--- config.mk ---
export PLATFORM = sky130hd
export DESIGN_NAME = key_mailbox_ctrl_flat
export DESIGN_NICKNAME = d
export VERILOG_FILES = /design/src/rtl/key_mailbox_ctrl_if.sv /design/src/rtl/key_mailbox_ctrl.sv /design/src/flat_wrapper.sv
export SDC_FILE = /design/constraint.sdc
export NUM_CORES = 1
export LEC_CHECK = 0
export BUFFER_PORTS_ARGS = -buffer_cell sky130_fd_sc_hd__buf_2
export CAP_MARGIN = 20
export CORE_UTILIZATION = 44
export CTS_BUF_LIST = sky130_fd_sc_hd__clkbuf_2
export DETAILED_ROUTE_END_ITERATION = 8
export GPL_ROUTABILITY_DRIVEN = 1
export PLACE_DENSITY = 0.69
export REMOVE_ABC_BUFFERS = 1
export SYNTH_ARGS = -nofsm -noshare
export SYNTH_HDL_FRONTEND = slang
export SYNTH_SLANG_ARGS = --single-unit
export TNS_END_PERCENT = 1
--- constraint.sdc ---
create_clock -name clk -period 2.2 [get_ports clk]
set_input_delay 0.22 -clock clk [delete_from_list [all_inputs] [get_ports clk]]
set_output_delay 0.22 -clock clk [all_outputs]
set_load 0.02 [all_outputs]
--- src/rtl/key_mailbox_ctrl_if.sv ---
// Producer/consumer PicoBlaze port bundle for the key mailbox.
// master = the two cores (testbench side), slave = key_mailbox_ctrl.
interface key_mailbox_ctrl_if;
    logic [7:0] prod_port_id;
    logic [7:0] prod_out_port;
    logic       prod_write_strobe;
    logic       prod_read_strobe;
    logic [7:0] prod_in_port;
    logic [7:0] cons_port_id;
    logic [7:0] cons_out_port;
    logic       cons_write_strobe;
    logic       cons_read_strobe;
    logic [7:0] cons_in_port;
    logic       cons_interrupt;
    logic       cons_interrupt_ack;

    modport master (
        output prod_port_id, prod_out_port, prod_write_strobe, prod_read_strobe,
        output cons_port_id, cons_out_port, cons_write_strobe, cons_read_strobe,
        output cons_interrupt_ack,
        input  prod_in_port, cons_in_port, cons_interrupt
    );

    modport slave (
        input  prod_port_id, prod_out_port, prod_write_strobe, prod_read_strobe,
        input  cons_port_id, cons_out_port, cons_write_strobe, cons_read_strobe,
        input  cons_interrupt_ack,
        output prod_in_port, cons_in_port, cons_interrupt
    );
endinterface

--- src/rtl/key_mailbox_ctrl.sv ---
// Key-byte FIFO + consumer interrupt sequencer between producer and cipher PicoBlaze cores.
// in_port reads have 1-cycle registered latency; no backpressure: a push into a full FIFO is dropped and flagged.
// Define KEYMBOX_DROP_CNT_EN to build the 8-bit saturating drop counter read on DROP_PORT.
module key_mailbox_ctrl #(
    parameter int         DEPTH         = 4,
    parameter int         IRQ_THRESHOLD = 1,
    parameter logic [7:0] KEY_PORT      = 8'h01,
    parameter logic [7:0] STATUS_PORT   = 8'h02,
    parameter logic [7:0] CTRL_PORT     = 8'h04,
    parameter logic [7:0] DROP_PORT     = 8'h08
) (
    input  logic              clk,
    input  logic              reset,
    key_mailbox_ctrl_if.slave mb
);
    localparam int AW = (DEPTH > 1) ? $clog2(DEPTH) : 1;
    localparam int CW = AW + 1;
    localparam logic [CW-1:0] FULL_CNT = CW'(DEPTH);
    localparam logic [CW-1:0] THR_CNT  = CW'(IRQ_THRESHOLD);

    typedef enum logic [1:0] {IRQ_IDLE, IRQ_PEND, IRQ_SERVICE} irq_state_t;

    logic [7:0]    mem [DEPTH];
    logic [AW-1:0] rd_ptr, wr_ptr;
    logic [CW-1:0] count, count_nxt;
    logic          ovf, unf, irq_en, irq_en_nxt;
    irq_state_t    irq_state;
    logic          push_req, pop_req, ctrl_wr, flush, clr;
    logic          empty, full, push_ok, pop_ok, drop;
    logic [7:0]    head, status, drop_rd;
    logic          unused_inputs;

    assign unused_inputs = ^{mb.prod_read_strobe, mb.cons_out_port[7:3]};

    always_comb begin
        push_req   = mb.prod_write_strobe && (mb.prod_port_id == KEY_PORT);
        pop_req    = mb.cons_read_strobe  && (mb.cons_port_id == KEY_PORT);
        ctrl_wr    = mb.cons_write_strobe && (mb.cons_port_id == CTRL_PORT);
        flush      = ctrl_wr && mb.cons_out_port[2];
        clr        = ctrl_wr && mb.cons_out_port[1];
        empty      = (count == '0);
        full       = (count == FULL_CNT);
        pop_ok     = pop_req && !empty;
        // A pop frees the slot, so a full FIFO still accepts a same-cycle push
        push_ok    = push_req && (!full || pop_ok) && !flush;
        drop       = push_req && full && !pop_req;
        count_nxt  = count;
        if (flush)
            count_nxt = '0;
        else if (push_ok && !pop_ok)
            count_nxt = count + CW'(1);
        else if (!push_ok && pop_ok)
            count_nxt = count - CW'(1);
        irq_en_nxt = ctrl_wr ? mb.cons_out_port[0] : irq_en;
        head       = empty ? 8'h00 : mem[rd_ptr];
        status     = {4'(count), unf, ovf, full, empty};
    end

    always_ff @(posedge clk) begin
        if (push_ok)
            mem[wr_ptr] <= mb.prod_out_port;
    end

`ifdef KEYMBOX_DROP_CNT_EN
    logic [7:0] drop_cnt;

    always_ff @(posedge clk) begin
        if (reset || clr)
            drop_cnt <= 8'h00;
        else if (drop && (drop_cnt != 8'hFF))
            drop_cnt <= drop_cnt + 8'h01;
    end

    assign drop_rd = drop_cnt;
`else
    assign drop_rd = 8'h00;
`endif

    always_ff @(posedge clk) begin
        if (reset) begin
            rd_ptr            <= '0;
            wr_ptr            <= '0;
            count             <= '0;
            ovf               <= 1'b0;
            unf               <= 1'b0;
            irq_en            <= 1'b1;
            irq_state         <= IRQ_IDLE;
            mb.cons_interrupt <= 1'b0;
            mb.prod_in_port   <= 8'h00;
            mb.cons_in_port   <= 8'h00;
        end else begin
            if (flush) begin
                rd_ptr <= '0;
                wr_ptr <= '0;
            end else begin
                if (push_ok) wr_ptr <= wr_ptr + AW'(1);
                if (pop_ok)  rd_ptr <= rd_ptr + AW'(1);
            end
            count  <= count_nxt;
            ovf    <= clr ? 1'b0 : (ovf | drop);
            unf    <= clr ? 1'b0 : (unf | (pop_req && empty));
            irq_en <= irq_en_nxt;

            mb.prod_in_port <= (mb.prod_port_id == STATUS_PORT) ? status : 8'h00;
            if (mb.cons_port_id == KEY_PORT)
                mb.cons_in_port <= head;
            else if (mb.cons_port_id == STATUS_PORT)
                mb.cons_in_port <= status;
            else if (mb.cons_port_id == DROP_PORT)
                mb.cons_in_port <= drop_rd;
            else
                mb.cons_in_port <= 8'h00;

            // Decisions use post-update count/irq_en so the interrupt follows the push edge directly
            case (irq_state)
                IRQ_IDLE: begin
                    if (irq_en_nxt && (count_nxt >= THR_CNT)) begin
                        irq_state         <= IRQ_PEND;
                        mb.cons_interrupt <= 1'b1;
                    end
                end
                IRQ_PEND: begin
                    if (mb.cons_interrupt_ack) begin
                        irq_state         <= IRQ_SERVICE;
                        mb.cons_interrupt <= 1'b0;
                    end else if (!irq_en_nxt || flush) begin
                        irq_state         <= IRQ_IDLE;
                        mb.cons_interrupt <= 1'b0;
                    end
                end
                IRQ_SERVICE: begin
                    if (count_nxt == '0)
                        irq_state <= IRQ_IDLE;
                end
                default: begin
                    irq_state         <= IRQ_IDLE;
                    mb.cons_interrupt <= 1'b0;
                end
            endcase
        end
    end
endmodule

--- src/flat_wrapper.sv ---
// flat-port wrapper written by rule: the top's interface ports become plain ports
module key_mailbox_ctrl_flat 
#(
    parameter int         DEPTH         = 4,
    parameter int         IRQ_THRESHOLD = 1,
    parameter logic [7:0] KEY_PORT      = 8'h01,
    parameter logic [7:0] STATUS_PORT   = 8'h02,
    parameter logic [7:0] CTRL_PORT     = 8'h04,
    parameter logic [7:0] DROP_PORT     = 8'h08
)
  (clk, reset, mb_prod_port_id, mb_prod_out_port, mb_prod_write_strobe, mb_prod_read_strobe, mb_cons_port_id, mb_cons_out_port, mb_cons_write_strobe, mb_cons_read_strobe, mb_cons_interrupt_ack, mb_prod_in_port, mb_cons_in_port, mb_cons_interrupt);
  key_mailbox_ctrl_if mb_i ();
  input  logic clk;
  input  logic reset;
  input wire logic [$bits(mb_i.prod_port_id)-1:0] mb_prod_port_id;
  input wire logic [$bits(mb_i.prod_out_port)-1:0] mb_prod_out_port;
  input wire logic [$bits(mb_i.prod_write_strobe)-1:0] mb_prod_write_strobe;
  input wire logic [$bits(mb_i.prod_read_strobe)-1:0] mb_prod_read_strobe;
  input wire logic [$bits(mb_i.cons_port_id)-1:0] mb_cons_port_id;
  input wire logic [$bits(mb_i.cons_out_port)-1:0] mb_cons_out_port;
  input wire logic [$bits(mb_i.cons_write_strobe)-1:0] mb_cons_write_strobe;
  input wire logic [$bits(mb_i.cons_read_strobe)-1:0] mb_cons_read_strobe;
  input wire logic [$bits(mb_i.cons_interrupt_ack)-1:0] mb_cons_interrupt_ack;
  output wire logic [$bits(mb_i.prod_in_port)-1:0] mb_prod_in_port;
  output wire logic [$bits(mb_i.cons_in_port)-1:0] mb_cons_in_port;
  output wire logic [$bits(mb_i.cons_interrupt)-1:0] mb_cons_interrupt;
  assign mb_i.prod_port_id = mb_prod_port_id;
  assign mb_i.prod_out_port = mb_prod_out_port;
  assign mb_i.prod_write_strobe = mb_prod_write_strobe;
  assign mb_i.prod_read_strobe = mb_prod_read_strobe;
  assign mb_i.cons_port_id = mb_cons_port_id;
  assign mb_i.cons_out_port = mb_cons_out_port;
  assign mb_i.cons_write_strobe = mb_cons_write_strobe;
  assign mb_i.cons_read_strobe = mb_cons_read_strobe;
  assign mb_i.cons_interrupt_ack = mb_cons_interrupt_ack;
  assign mb_prod_in_port = mb_i.prod_in_port;
  assign mb_cons_in_port = mb_i.cons_in_port;
  assign mb_cons_interrupt = mb_i.cons_interrupt;
  key_mailbox_ctrl #(.DEPTH(DEPTH), .IRQ_THRESHOLD(IRQ_THRESHOLD), .KEY_PORT(KEY_PORT), .STATUS_PORT(STATUS_PORT), .CTRL_PORT(CTRL_PORT), .DROP_PORT(DROP_PORT)) u_core (.clk(clk), .reset(reset), .mb(mb_i));
endmodule
# --- Yosys cells after proc, flatten, opt, wreduce, memory -nomap -nowiden ---
# Memory sizes are Yosys's and may differ from the RTL's. A register that Yosys moved wholly into a read port is not among the register bits.
# Index checks and enable logic that the tools add are counted.
classes:
  bitwise: 4
  muxes: 20
  reduce_logical: 31
  n_eq_ne: 11
  n_addsub: 4
  magnitude_cmp: 1
ops:
  columns: ["operator", "n"]
  rows:
  - ["== test 8 x 1 -> 1 bit, second input constant", 2]
  - ["== test 8 x 2 -> 1 bit, second input constant", 2]
  - ["two-way mux 8 bit", 2]
  - ["logical AND 1 bit", 14]
  - ["two-way mux 2 bit", 6]
  - ["two-way mux 3 bit", 3]
  - ["== test 8 x 3 -> 1 bit, second input constant", 1]
  - ["logical NOT 1 bit", 7]
  - ["two-way mux 7 bit", 1]
  - ["logical NOT 3 bit", 2]
  - ["two-way mux 1 bit", 6]
  - ["one-hot mux 2 bit (3 select lines)", 1]
  - ["AND reduction 3 bit", 2]
  - ["OR reduction 2 bit", 3]
  - ["adder 2 x 1 -> 2 bit, second input constant", 2]
  - ["inequality test 2 x 1 -> 1 bit, second input constant", 2]
  - ["adder 3 x 1 -> 3 bit, second input constant", 1]
  - ["== test 3 bit, second input constant", 1]
  - ["greater-or-equal comparator 3 x 1 -> 1 bit, second input constant", 1]
  - ["inequality test 3 x 2 -> 1 bit, second input constant", 1]
  - ["one-hot mux 1 bit (3 select lines)", 1]
  - ["subtractor 3 x 1 -> 3 bit, second input constant", 1]
  - ["== test 2 x 1 -> 1 bit, second input constant", 1]
  - ["== test 2 bit, second input constant", 1]
  - ["4 further kinds", 7]
word_totals:
  wordCells: 83
  out_inout_bits: 17
  reg_bits: 29
  mem_bits_rw: 32
  inputBits: 39
  memories: 1
mem_list:
  columns: ["memory", "words", "word_bits", "read_ports", "rd_clocked_by_memory_dff", "wr", "line", "rtl"]
  rows:
  - ["u_core.mem", 4, 8, 1, 1, 1, "key_mailbox_ctrl.sv:23", "logic [7:0] mem [DEPTH];"]

# --- Longest topological paths before layout ---
# Gate-level depths: netlist of the first run.
logic_depth:
  word_depth: 15
  mapped_depth: 8
  depth_no_buf: 7

# --- Worst setup path after synthesis of the first run ---
# No wires, ideal clock.
synth_path:
  kind: "in2reg"
  startpoint: "in mb_prod_port_id[3]"
  endpoint: "mem u_core.mem[1][0], enable pin"
  setup_ps: 332
  stages: 5
  path_slack_ps: 54
  arrival_ps: 1814
  n_path_buf: 0
  required_time_ps: 1868
  path_cell_list: "or4_4 nor4_4 nand2_1 a31oi_2 and2_1"
synth_between:
  elab_chain_len: 6
synth_lines:
  columns: ["element", "line", "rtl"]
  rows:
  - ["start, declared", "flat_wrapper.sv:15", "input wire logic [$bits(mb_i.prod_port_id)-1:0] mb_prod_port_id;"]
  - ["== test 8 x 1 -> 1 bit", "key_mailbox_ctrl.sv:36", "push_req = mb.prod_write_strobe && (mb.prod_port_id == KEY_PORT);"]
  - ["logical AND 1 bit", "key_mailbox_ctrl.sv:36", null]
  - ["logical AND 1 bit (2 in series)", "key_mailbox_ctrl.sv:45", "push_ok = push_req && (!full || pop_ok) && !flush;"]
  - ["two-way mux 1 bit", "key_mailbox_ctrl.sv:60", "if (push_ok)"]
  - ["two-way mux 1 bit (not written as such)", "key_mailbox_ctrl.sv:61", "mem[wr_ptr] <= mb.prod_out_port;"]
  - ["end, declared", "key_mailbox_ctrl.sv:23", null]
# Every way passes these cells.

# --- Worst setup path after layout of the first run ---
layout_path:
  startpoint: "reg u_core.count[1]"
  endpoint: "reg u_core.mb.cons_interrupt"
layout_between:
  elab_chain_len: 15
  elab_cells_between_ends: 21
  classes_between: "2 x add/sub; 1 x order compare; 2 x eq/ne; 3 x mux; 13 x reduce/logical"
layout_lines:
  columns: ["element", "line", "rtl"]
  rows:
  - ["start, declared", "key_mailbox_ctrl.sv:25", "logic [CW-1:0] count, count_nxt;"]
  - ["start signal, assigned", "key_mailbox_ctrl.sv:99", "count <= count_nxt;"]
  - ["logical NOT 3 bit", "key_mailbox_ctrl.sv:41", "empty = (count == '0);"]
  - ["logical NOT 1 bit", "key_mailbox_ctrl.sv:43", "pop_ok = pop_req && !empty;"]
  - ["logical AND 1 bit", "key_mailbox_ctrl.sv:43", null]
  - ["logical OR 1 bit", "key_mailbox_ctrl.sv:45", null]
  - ["logical AND 1 bit (2 in series)", "key_mailbox_ctrl.sv:45", null]
  - ["logical NOT 1 bit", "key_mailbox_ctrl.sv:52", "else if (!push_ok && pop_ok)"]
  - ["logical AND 1 bit", "key_mailbox_ctrl.sv:52", null]
  - ["two-way mux 3 bit", "key_mailbox_ctrl.sv:52", null]
  - ["two-way mux 3 bit (*)", "key_mailbox_ctrl.sv:50", "else if (push_ok && !pop_ok)"]
  - ["two-way mux 3 bit (*)", "key_mailbox_ctrl.sv:48", "if (flush)"]
  - ["greater-or-equal comparator 3 x 1 -> 1 bit (*)", "key_mailbox_ctrl.sv:117", "if (irq_en_nxt && (count_nxt >= THR_CNT)) begin"]
  - ["logical AND 1 bit (*)", "key_mailbox_ctrl.sv:117", null]
  - ["inequality test 2 x 1 -> 1 bit (no line) (*)", null, null]
  - ["AND reduction 3 bit (no line) (*)", null, null]
  - ["end signal, assigned", "key_mailbox_ctrl.sv:119", "mb.cons_interrupt <= 1'b1;"]
  - ["end signal, assigned", "key_mailbox_ctrl.sv:125", "mb.cons_interrupt <= 1'b0;"]
  - ["end signal, assigned", "key_mailbox_ctrl.sv:128", "mb.cons_interrupt <= 1'b0;"]
  - ["end, declared", "key_mailbox_ctrl_if.sv:28", "output prod_in_port, cons_in_port, cons_interrupt"]
# Every way passes the cells marked *; elsewhere a longest branch is shown, timed or not.
# A chain may end at the register's enable or synchronous reset.

==> results of run 1 <==
repair_timing:
| item | in CTS | in global routing |
|---|---|---|
| hold buffers | 10 | 1 |
| endpoints found under the hold margin | 35 | 1 |
| gates resized for setup | 0 | 0 |
| buffers inserted | 0 | 0 |
power by group through the flow:
stage / clock [W] / combinational, W / sequential [W]
global placement: 0 / 0.000114 / 0.00125
floorplan: 0 / 0.0000493 / 0.00126
finish: 0.000791 / 0.000131 / 0.00123
CTS: 0.000805 / 0.000129 / 0.00123
detailed placement: 0 / 0.000115 / 0.00125
global route: 0.000859 / 0.000148 / 0.00123
layer usage:
layer | wire (um) | up-vias | part of all wire | GRT usage
met5 | 0 | - | 0 | 0
met4 | 76 | 0 | 0.015 | 0.0870
met3 | 322 | 9 | 0.064 | 0.0701
met2 | 2340 | 63 | 0.47 | 0.291
met1 | 2270 | 851 | 0.45 | 0.220
li1 | - | 914 | - | -
cell usage after synthesis (all sizes together), types with 2 or more instances:
library cell,number,area share
and2,11,0.027
a211oi,3,0.0087
a31oi,2,0.0072
ha,7,0.034
edfxtp,32,0.37
clkbuf,6,0.0087
a41oi,2,0.0068
xor2,2,0.0068
o21ai,7,0.014
and3,2,0.0048
dfxtp,30,0.23
nand3b,2,0.0058
mux4,8,0.070
nor3,3,0.0058
nor2,16,0.023
nor2b,4,0.0097
nand2b,4,0.0097
inv,10,0.014
mux2i,2,0.0077
nand2,14,0.020
a21oi,5,0.0097
nand3,3,0.0097
xnor2,2,0.0068
or3,2,0.0053
nand4,3,0.0072
nor4,4,0.021
how the worst min path moves through the flow:
| stage | slack [ns] | start | to | depth (start not counted) |
|---|---|---|---|---|
| floorplan | 0.29 | reset | u_core.mb.cons_in_port[0] | 1 |
| global placement | 0.44 | mb_prod_out_port[1] | u_core.mem[3][1] | 1 |
| detailed placement | 0.43 | mb_cons_out_port[1] | u_core.unf | 2 |
| CTS | 0.02 | reset | u_core.mb.cons_in_port[0] | 2 |
| global route | 0.06 | mb_cons_interrupt_ack | u_core.irq_state[0] | 4 |
| finish | 0.07 | mb_cons_interrupt_ack | u_core.irq_state[0] | 4 |
final cells by class:
cell class | instances | area, sq um
sequential | 62 | 1560
tap | 72 | 90.1
fill | 454 | 2270
clock inverter | 4 | 72.6
clock buffer | 12 | 60.1
multi-input combinational | 122 | 961
inverter | 10 | 37.5
timing repair buffer | 82 | 523
logic make-up (layout without fill, tap and decap cells):
group | Yosys count | in the layout | share of synthesized area
XOR/XNOR | 4 | 4 | 0.0135
buffers and inverters | 17 | 108 | 0.0261
AO/OA/AOI/OAI | 29 | 29 | 0.0816
other | 1 | 1 | 0.00145
AND/OR/NAND/NOR | 71 | 71 | 0.163
flip-flops | 62 | 62 | 0.603
adder cells (fa/ha/maj) | 7 | 7 | 0.0338
multiplexers | 10 | 10 | 0.0773
flip-flops by register name, indices dropped and copies added (netlist names), 2 cells and up, named ones only:
signal                  count
u_core.rd_ptr               2
u_core.count                3
u_core.mb.cons_in_port      8
u_core.wr_ptr               2
u_core.mem                 32
u_core.mb.prod_in_port      7
u_core.irq_state            2
worst min-delay path, delay by kind of cell:
kind	cells	cell delay, ns
compound gates	1	0.04
simple gates	2	0.14
buf+inv	1	0.09
metrics by stage:
step | area, sq um | power [W] | cells | setup TNS (ns)
6_report | 3310 | 0.00215 | 364 | 0
5_1_grt | 3310 | 0.00224 | 364 | 0
4_1_cts | 3300 | 0.00216 | 363 | 0
3_5_place_dp | 3060 | 0.00137 | 337 | -1.86
3_3_place_gp | 3060 | 0.00137 | 337 | -1.39
2_1_floorplan | 2560 | 0.00130 | 194 | 0
==> metrics, run 1 <==
DR iter-0 viols=86; clk_lat worst skew=approximately 0.5 ns; via count=about 1,800; launch point of the worst reg-to-reg path=u_core.count[1]; die span in x=78.7 um; Final Skew=0.0492 ns; max_cap viols=0; Final Max Tran Viols=0; clk slew on worst S/H paths=0.18 ns; layout cells sized above 1=0.356; vias in the first global route=1,815; internal power=0.00168 W; R2R Path End=u_core.mb.cons_interrupt; most frequent cells in the layout=buf_2, edfxtp_1, dfxtp_1; largest net degree at the start of global routing=12; register bit total from synthesis=62; number of I/O pins=56; Power Dens Cells=around 650 nW/um^2; Die ar.=slightly above 6000 sq um; leakage=roughly 1.3 nW; Post-DRT Antenna Nets=0; nets@finish=~330; most common flop cell mapped by yosys=edfxtp_1; Syn-to-layout area delta=27.6%; Vias/cell=5.05; Longest Clk Path Bufs=2; sw frac=0.220; Critical Path End=u_core.mb.cons_interrupt; Yosys cell types=46; CP cell instances=inv_1 -> ha_1 -> nor2b_1 -> or3_2 -> o22a_1 -> a21oi_1 -> a21oi_1; number of cells on the critical path=7; Hold Crit Class=input pin to flip-flop; slowest cell on the critical path=or3_2; drt wl/cell=13.8 um; Placer Congestion=0.762; CTS Buf Count=9; Reg power frac=0.572; crit end category=flip-flop; crit path launch=u_core.count[1]; Max VDD drop=~0.00036 V; fin crit period=1.93 ns; Setup Crit Path Kind=flip-flop to flip-flop; CP Data Arrival Time=2.26 ns; most common cell after layout, fill and taps aside=buf_2; # port buffers=48; Top Family by Delay on Critical Path=simple AND/OR/NAND/NOR gates; Logic pwr share=0.061; register area share after synthesis=0.603; cells after synthesis=~200; Fmax=slightly above 500 MHz; total routed wirelength=5.01 mm; Pre-antenna DRT Iters=4; hold slack=roughly 0.068 ns; Psw=0.000473 W; Final Hold Fails=0; Post-synth EDFFs=32; CP required=between 2 and 3 ns; Buf+Inv Stages, Crit Path=1; Die Ht=a little under 80 um; Mean Syn Cell Area=between 10 and 15 sq um; Finished Core Util=0.593; Clk pwr share=0.368; core area=between 5000 and 6000 sq um; Residual DRC=0; Placement Rows=27; outcome=completed; TritonCTS clock tree=yes; total clock sinks=a little over 60; RSZ-0062 raised after global routing=false; global route overflow=0; Reg2Reg Depth=7; asr flop ratio synth=0; area of the mapped netlist=approximately 2600 sq um; pre-CTS setup slack=-0.0673 ns; Final Cycle Share=0.877; Startpoint Class=flip-flop; Root Buffer=clkbuf_2; H-tree depth=3; hpwl dp=approximately 3.7 mm; setup slack after layout=between 0.2 and 0.3 ns; Ys Warns=0; CP max stage delay=between 0.4 and 0.5 ns; total track usage=0.184; Max FO, Critical Path=7; n_diodes=0; Finish-stage setup viols=0; Crit path top cell by count=a21oi_1; r2r setup slk=~0.27 ns; first-pass GRT wire length=between 8 and 9 mm; starting density of the core=0.465; initial antenna violation count=0
No activity file was read; power rests on OpenSTA's default activity.
==> run 2, diff against run 1 <==
==> constraint.sdc (replaced) <==
create_clock -name clk -period 2.2 [get_ports clk]
set_input_delay 0.33 -clock clk [delete_from_list [all_inputs] [get_ports clk]]
set_output_delay 0.33 -clock clk [all_outputs]
set_load 0.02 [all_outputs]
==> metrics, run 2 (synthesized netlist as in run 1, its figures left out) <==
outcome=completed (unchanged); clk slew on worst S/H paths=0.18 ns (about the same); vias in the first global route=1,790 (was 1,815); via count=1,846 (was 1,837); Placer Congestion=0.711 (was 0.762); core area=5570 sq um (unchanged); Post-DRT Antenna Nets=0 (unchanged); Power Dens Cells=653 nW/um^2 (was 650 nW/um^2); n_diodes=0 (unchanged); layout cells sized above 1=0.373 (was 0.356); CP max stage delay=0.47 ns (was 0.48 ns); total routed wirelength=5.22 mm (was 5.01 mm); Post-CTS Setup Repair Bufs=0 (unchanged); global route overflow=0 (unchanged); fin crit period=1.87 ns (was 1.93 ns); Startpoint Class=flip-flop (unchanged); Hold Crit Class=input pin to flip-flop (unchanged); Layout fillers=467 (was 454); # port buffers=48 (unchanged); DR iter-0 viols=57 (was 86); Top Family by Delay on Critical Path=simple AND/OR/NAND/NOR gates (unchanged); most common cell after layout, fill and taps aside=buf_2 (unchanged); hold slack=0.0496 ns (was 0.0680 ns); total track usage=0.191 (was 0.184); Longest Clk Path Bufs=2 (unchanged); drt wl/cell=14.3 um (was 13.8 um); clk_lat worst skew=0.50 ns (was 0.49 ns); Root Buffer=clkbuf_2 (unchanged); Max FO, Critical Path=7 (unchanged); total clock sinks=62 (unchanged); first-pass GRT wire length=8.52 mm (was 8.35 mm); Vias/cell=5.07 (was 5.05); Largest register FFs=32 (unchanged); starting density of the core=0.465 (unchanged); Buf+Inv Stages, Crit Path=1 (unchanged); Placement Rows=27 (unchanged); number of I/O pins=56 (unchanged); Finish-stage setup viols=0 (unchanged); Tot Pwr=0.00215 W (about the same); crit end category=flip-flop (unchanged); RSZ-0062 raised after global routing=false (unchanged); Max VDD drop=0.000333 V (was 0.000364 V); CTS Buf Count=9 (unchanged); most frequent cells in the layout=buf_2, edfxtp_1, dfxtp_1 (unchanged); largest net degree at the start of global routing=12 (unchanged); Die Ht=78.7 um (unchanged); top flop regs=u_core.mem x32, u_core.mb.cons_in_port x8, u_core.mb.prod_in_port x7 (unchanged); Residual DRC=0 (unchanged); Final Skew=0.0334 ns (was 0.0492 ns); max_cap viols=0 (unchanged); Setup Crit Path Kind=flip-flop to flip-flop (unchanged); H-tree depth=3 (unchanged); leakage=1.33 nW (about the same); CP Data Arrival Time=2.23 ns (was 2.26 ns); CP cell instances=inv_1 -> ha_1 -> nor2b_1 -> or3_2 -> o22a_1 -> a21oi_1 -> a21oi_1 (unchanged); Fmax=534 MHz (was 518 MHz); CP required=2.55 ns (was 2.53 ns); slowest cell on the critical path=or3_2 (unchanged); Most flops, register=u_core.mem (unchanged); CTS Hold Buffers Added=7 (was 10); Pre-antenna DRT Iters=4 (unchanged); Final Cycle Share=0.850 (was 0.877); Die ar.=6200 sq um (unchanged); TritonCTS clock tree=yes (unchanged); Syn-to-layout area delta=27.4% (was 27.6%); post-CTS resize count=0 (unchanged); Crit path top cell by count=a21oi_1 (unchanged); Final Hold Fails=0 (unchanged); die span in x=78.7 um (unchanged); hpwl dp=3.91 mm (was 3.68 mm); Final Max Tran Viols=0 (unchanged); nets@finish=333 (unchanged); initial antenna violation count=0 (unchanged)
[run 2: cell count changes in the layout (fill, tap and decap cells not counted)]
cell / delta
clkinvlp_4: +1
clkinv_2: +2
clkbuf_2: -2
dlygate4sd3_1: -4
buf_4: +4
clkinv_1: -1
[run 2: layout make-up]
class                           instances  area, sq um  area share
Inverter                               10         37.5      0.0114
Tap cell                               72         90.1      0.0273
Clock buffer                           10         50.0      0.0152
Timing Repair Buffer                   82          513       0.155
Clock inverter                          6         86.3      0.0262
Multi-Input combinational cell        122          961       0.291
Sequential cell                        62         1560       0.473
[run 2: path summary, 6_finish.rpt]
path                                           from                        end  slack [ns]  depth (start not counted)
worst min register to register           u_core.unf  u_core.mb.prod_in_port[3]        0.50                          1
worst max register to register      u_core.count[1]   u_core.mb.cons_interrupt        0.33                          7
worst min-delay path            mb_prod_out_port[5]           u_core.mem[1][5]        0.05                          1
worst max-delay path                u_core.count[1]   u_core.mb.cons_interrupt        0.33                          7
[run 2: routing by layer]
metal  track usage  vias up  share of wire
met5             0        -              0
met4        0.0778        0          0.019
met1         0.229      876           0.44
met3        0.0655       11          0.050
li1              -      913              -
met2         0.314       46           0.49
[run 2: power by group]
part           internal (W)  switching, W  total (W)
Clock              0.000379      0.000419   0.000798
Combinational     0.0000617     0.0000664   0.000128
Sequential          0.00122    0.00000640    0.00123
Total               0.00166      0.000492    0.00215
[run 2: per-stage QoR]
| step | setup WS (ns) | area (sq um) | TNS [ns] | std cells | utilization |
|---|---|---|---|---|---|
| after detailed placement | -0.141 | 3090 | -4.24 | 341 | 0.555 |
| after floorplan | -0.0559 | 2560 | -1.79 | 194 | - |
| after CTS | 0.333 | 3300 | 0 | 364 | 0.592 |
| final | 0.329 | 3300 | 0 | 364 | 0.592 |
| after global placement | -0.141 | 3090 | -4.40 | 341 | 0.555 |
| after global routing | 0.176 | 3300 | 0 | 364 | 0.592 |
==> run 3, diff against run 2 <==
==> constraint.sdc (replaced) <==
create_clock -name clk -period 2.2 [get_ports clk]
set_input_delay 0.11 -clock clk [delete_from_list [all_inputs] [get_ports clk]]
set_output_delay 0.11 -clock clk [all_outputs]
set_load 0.02 [all_outputs]
==> metrics, run 3 (synthesized netlist as in run 1, its figures left out) <==
outcome=completed (unchanged); Psw=0.000515 W (was 0.000492 W); hpwl dp=3.74 mm (was 3.91 mm); CP cell instances=inv_1 -> ha_1 -> nor2b_1 -> a41oi_1 -> a211oi_1 -> dlygate4sd3_1 (was inv_1 -> ha_1 -> nor2b_1 -> or3_2 -> o22a_1 -> a21oi_1 -> a21oi_1); launch point of the worst reg-to-reg path=u_core.count[1] (unchanged); Reg2Reg Depth=6 (was 7); Die ar.=6200 sq um (unchanged); Syn-to-layout area delta=28.3% (was 27.4%); n_diodes=0 (unchanged); starting density of the core=0.465 (unchanged); Final Cycle Share=0.909 (was 0.850); hold slack=0.0760 ns (was 0.0496 ns); Logic pwr share=0.061 (was 0.059); Pre-antenna DRT Iters=4 (unchanged); Placer Congestion=0.737 (was 0.711); crit end category=flip-flop (unchanged); largest net degree at the start of global routing=13 (was 12); most frequent cells in the layout=buf_2, edfxtp_1, dfxtp_1 (unchanged); clk slew on worst S/H paths=0.19 ns (was 0.18 ns); via count=1,817 (was 1,846); Reg power frac=0.563 (was 0.570); Final Max Tran Viols=0 (unchanged); R2R Path End=u_core.unf (was u_core.mb.cons_interrupt); sw frac=0.236 (was 0.228); Worst Hold Depth=4 (was 1); layout cells sized above 1=0.349 (was 0.373); Vias/cell=4.99 (was 5.07); Post-CTS Setup Repair Bufs=0 (unchanged); nets@finish=333 (unchanged); total routed wirelength=5.10 mm (was 5.22 mm); Final Skew=0.0273 ns (was 0.0334 ns); core area=5570 sq um (unchanged); H-tree depth=3 (unchanged); Final Hold Fails=0 (unchanged); Power Dens Cells=657 nW/um^2 (was 653 nW/um^2); CP required=2.64 ns (was 2.55 ns); CP max stage delay=0.57 ns (was 0.47 ns); TritonCTS clock tree=yes (unchanged); number of I/O pins=56 (unchanged); Post-DRT Antenna Nets=0 (unchanged); DR iter-0 viols=83 (was 57); Finish-stage setup viols=0 (unchanged); # port buffers=48 (unchanged); total track usage=0.181 (was 0.191); CTS Buf Count=9 (unchanged); slowest cell on the critical path=dlygate4sd3_1 (was or3_2); most common cell after layout, fill and taps aside=buf_2 (unchanged); Largest register FFs=32 (unchanged); CP Data Arrival Time=2.44 ns (was 2.23 ns); pre-CTS setup slack=-0.0151 ns (was -0.141 ns); die span in x=78.7 um (unchanged); Fmax=500 MHz (was 534 MHz); HP Start=mb_prod_port_id[7] (was mb_prod_out_port[5]); RSZ-0062 raised after global routing=false (unchanged); Die Ht=78.7 um (unchanged); Most flops, register=u_core.mem (unchanged); Startpoint Class=flip-flop (unchanged); Setup Crit Path Kind=flip-flop to flip-flop (unchanged); r2r setup slk=0.20 ns (was 0.33 ns); first-pass GRT wire length=8.28 mm (was 8.52 mm); Max VDD drop=0.000364 V (was 0.000333 V); Hold Crit Class=input pin to flip-flop (unchanged); internal power=0.00167 W (was 0.00166 W); total clock sinks=62 (unchanged); Root Buffer=clkbuf_2 (unchanged); leakage=1.32 nW (was 1.33 nW); global route overflow=0 (unchanged); fin crit period=2.00 ns (was 1.87 ns); vias in the first global route=1,787 (was 1,790); drt wl/cell=14.0 um (was 14.3 um); TNS Setup=0 ns (unchanged); Clk pwr share=0.376 (was 0.370); clk_lat worst skew=0.49 ns (was 0.50 ns); Longest Clk Path Bufs=2 (unchanged); top flop regs=u_core.mem x32, u_core.mb.cons_in_port x8, u_core.mb.prod_in_port x7 (unchanged); WHS Endpoint=u_core.mb.prod_in_port[1] (was u_core.mem[1][5]); Max FO, Critical Path=7 (unchanged); Placement Rows=27 (unchanged); setup slack after layout=0.200 ns (was 0.329 ns); initial antenna violation count=0 (unchanged); Residual DRC=0 (unchanged); max_cap viols=0 (unchanged)
==> run 3: final cells by class <==
| cell class | instances | area (sq um) |
|---|---|---|
| clock buffers | 9 | 45.0 |
| clock inverters | 7 | 97.6 |
| fillers | 463 | 2250 |
| inverters | 10 | 37.5 |
| multi-input cells | 122 | 961 |
| flip-flops and latches | 62 | 1560 |
| well taps | 72 | 90.1 |
| repair buffers | 82 | 531 |
==> run 3: power groups by stage <==
stage          Sequential [W]  Combinational [W]  Clock, W
3_3_place_gp          0.00125           0.000112         0
2_1_floorplan         0.00126          0.0000493         0
5_1_grt               0.00123           0.000147  0.000891
6_report              0.00123           0.000133  0.000820
3_5_place_dp          0.00125           0.000114         0
4_1_cts               0.00123           0.000133  0.000841
==> run 3: worst max-delay path by stage <==
stage | start | endpoint | slack (ns) | depth (start not counted)
6_report | u_core.count[1] | u_core.unf | 0.20 | 6
5_1_grt | u_core.count[1] | u_core.unf | 0.07 | 6
4_1_cts | u_core.count[1] | u_core.unf | 0.21 | 6
3_5_place_dp | mb_prod_port_id[3] | u_core.mem[3][4] | -0.02 | 7
3_3_place_gp | mb_prod_port_id[3] | u_core.mem[0][6] | 0.04 | 7
2_1_floorplan | mb_prod_port_id[3] | u_core.mem[1][0] | 0.16 | 5
==> run 3: routing by layer <==
metal / part of all wire / vias to the layer above / wire [um] / global-route usage
met1: 0.47 / 836 / 2380 / 0.225
met2: 0.46 / 56 / 2360 / 0.290
met4: 0.016 / 0 / 83 / 0.0981
met5: 0 / - / 0 / 0
li1: - / 916 / - / -
met3: 0.055 / 9 / 280 / 0.0448
==> run 3: per-stage QoR <==
step	util	instances	cell area, sq um	power [W]
2_1_floorplan	-	194	2560	0.00130
3_3_place_gp	0.545	334	3040	0.00137
3_5_place_dp	0.545	334	3040	0.00137
4_1_cts	0.596	364	3320	0.00220
5_1_grt	0.596	364	3320	0.00227
6_report	0.596	364	3320	0.00218
==> run 3: what timing repair did <==
item,4_1_cts,5_1_grt
hold buffers,14,0
resized for setup,0,0
hold endpoints to repair,40,0
==> run 3: worst max-delay path, delay by kind of cell (launching register included) <==
family	cells	cell delay, ns
AOI/OAI and AO/OA	2	0.39
DFF	1	0.35
buffers and inverters	2	0.68
adders and majority gates	1	0.17
and+or+nand+nor	1	0.38
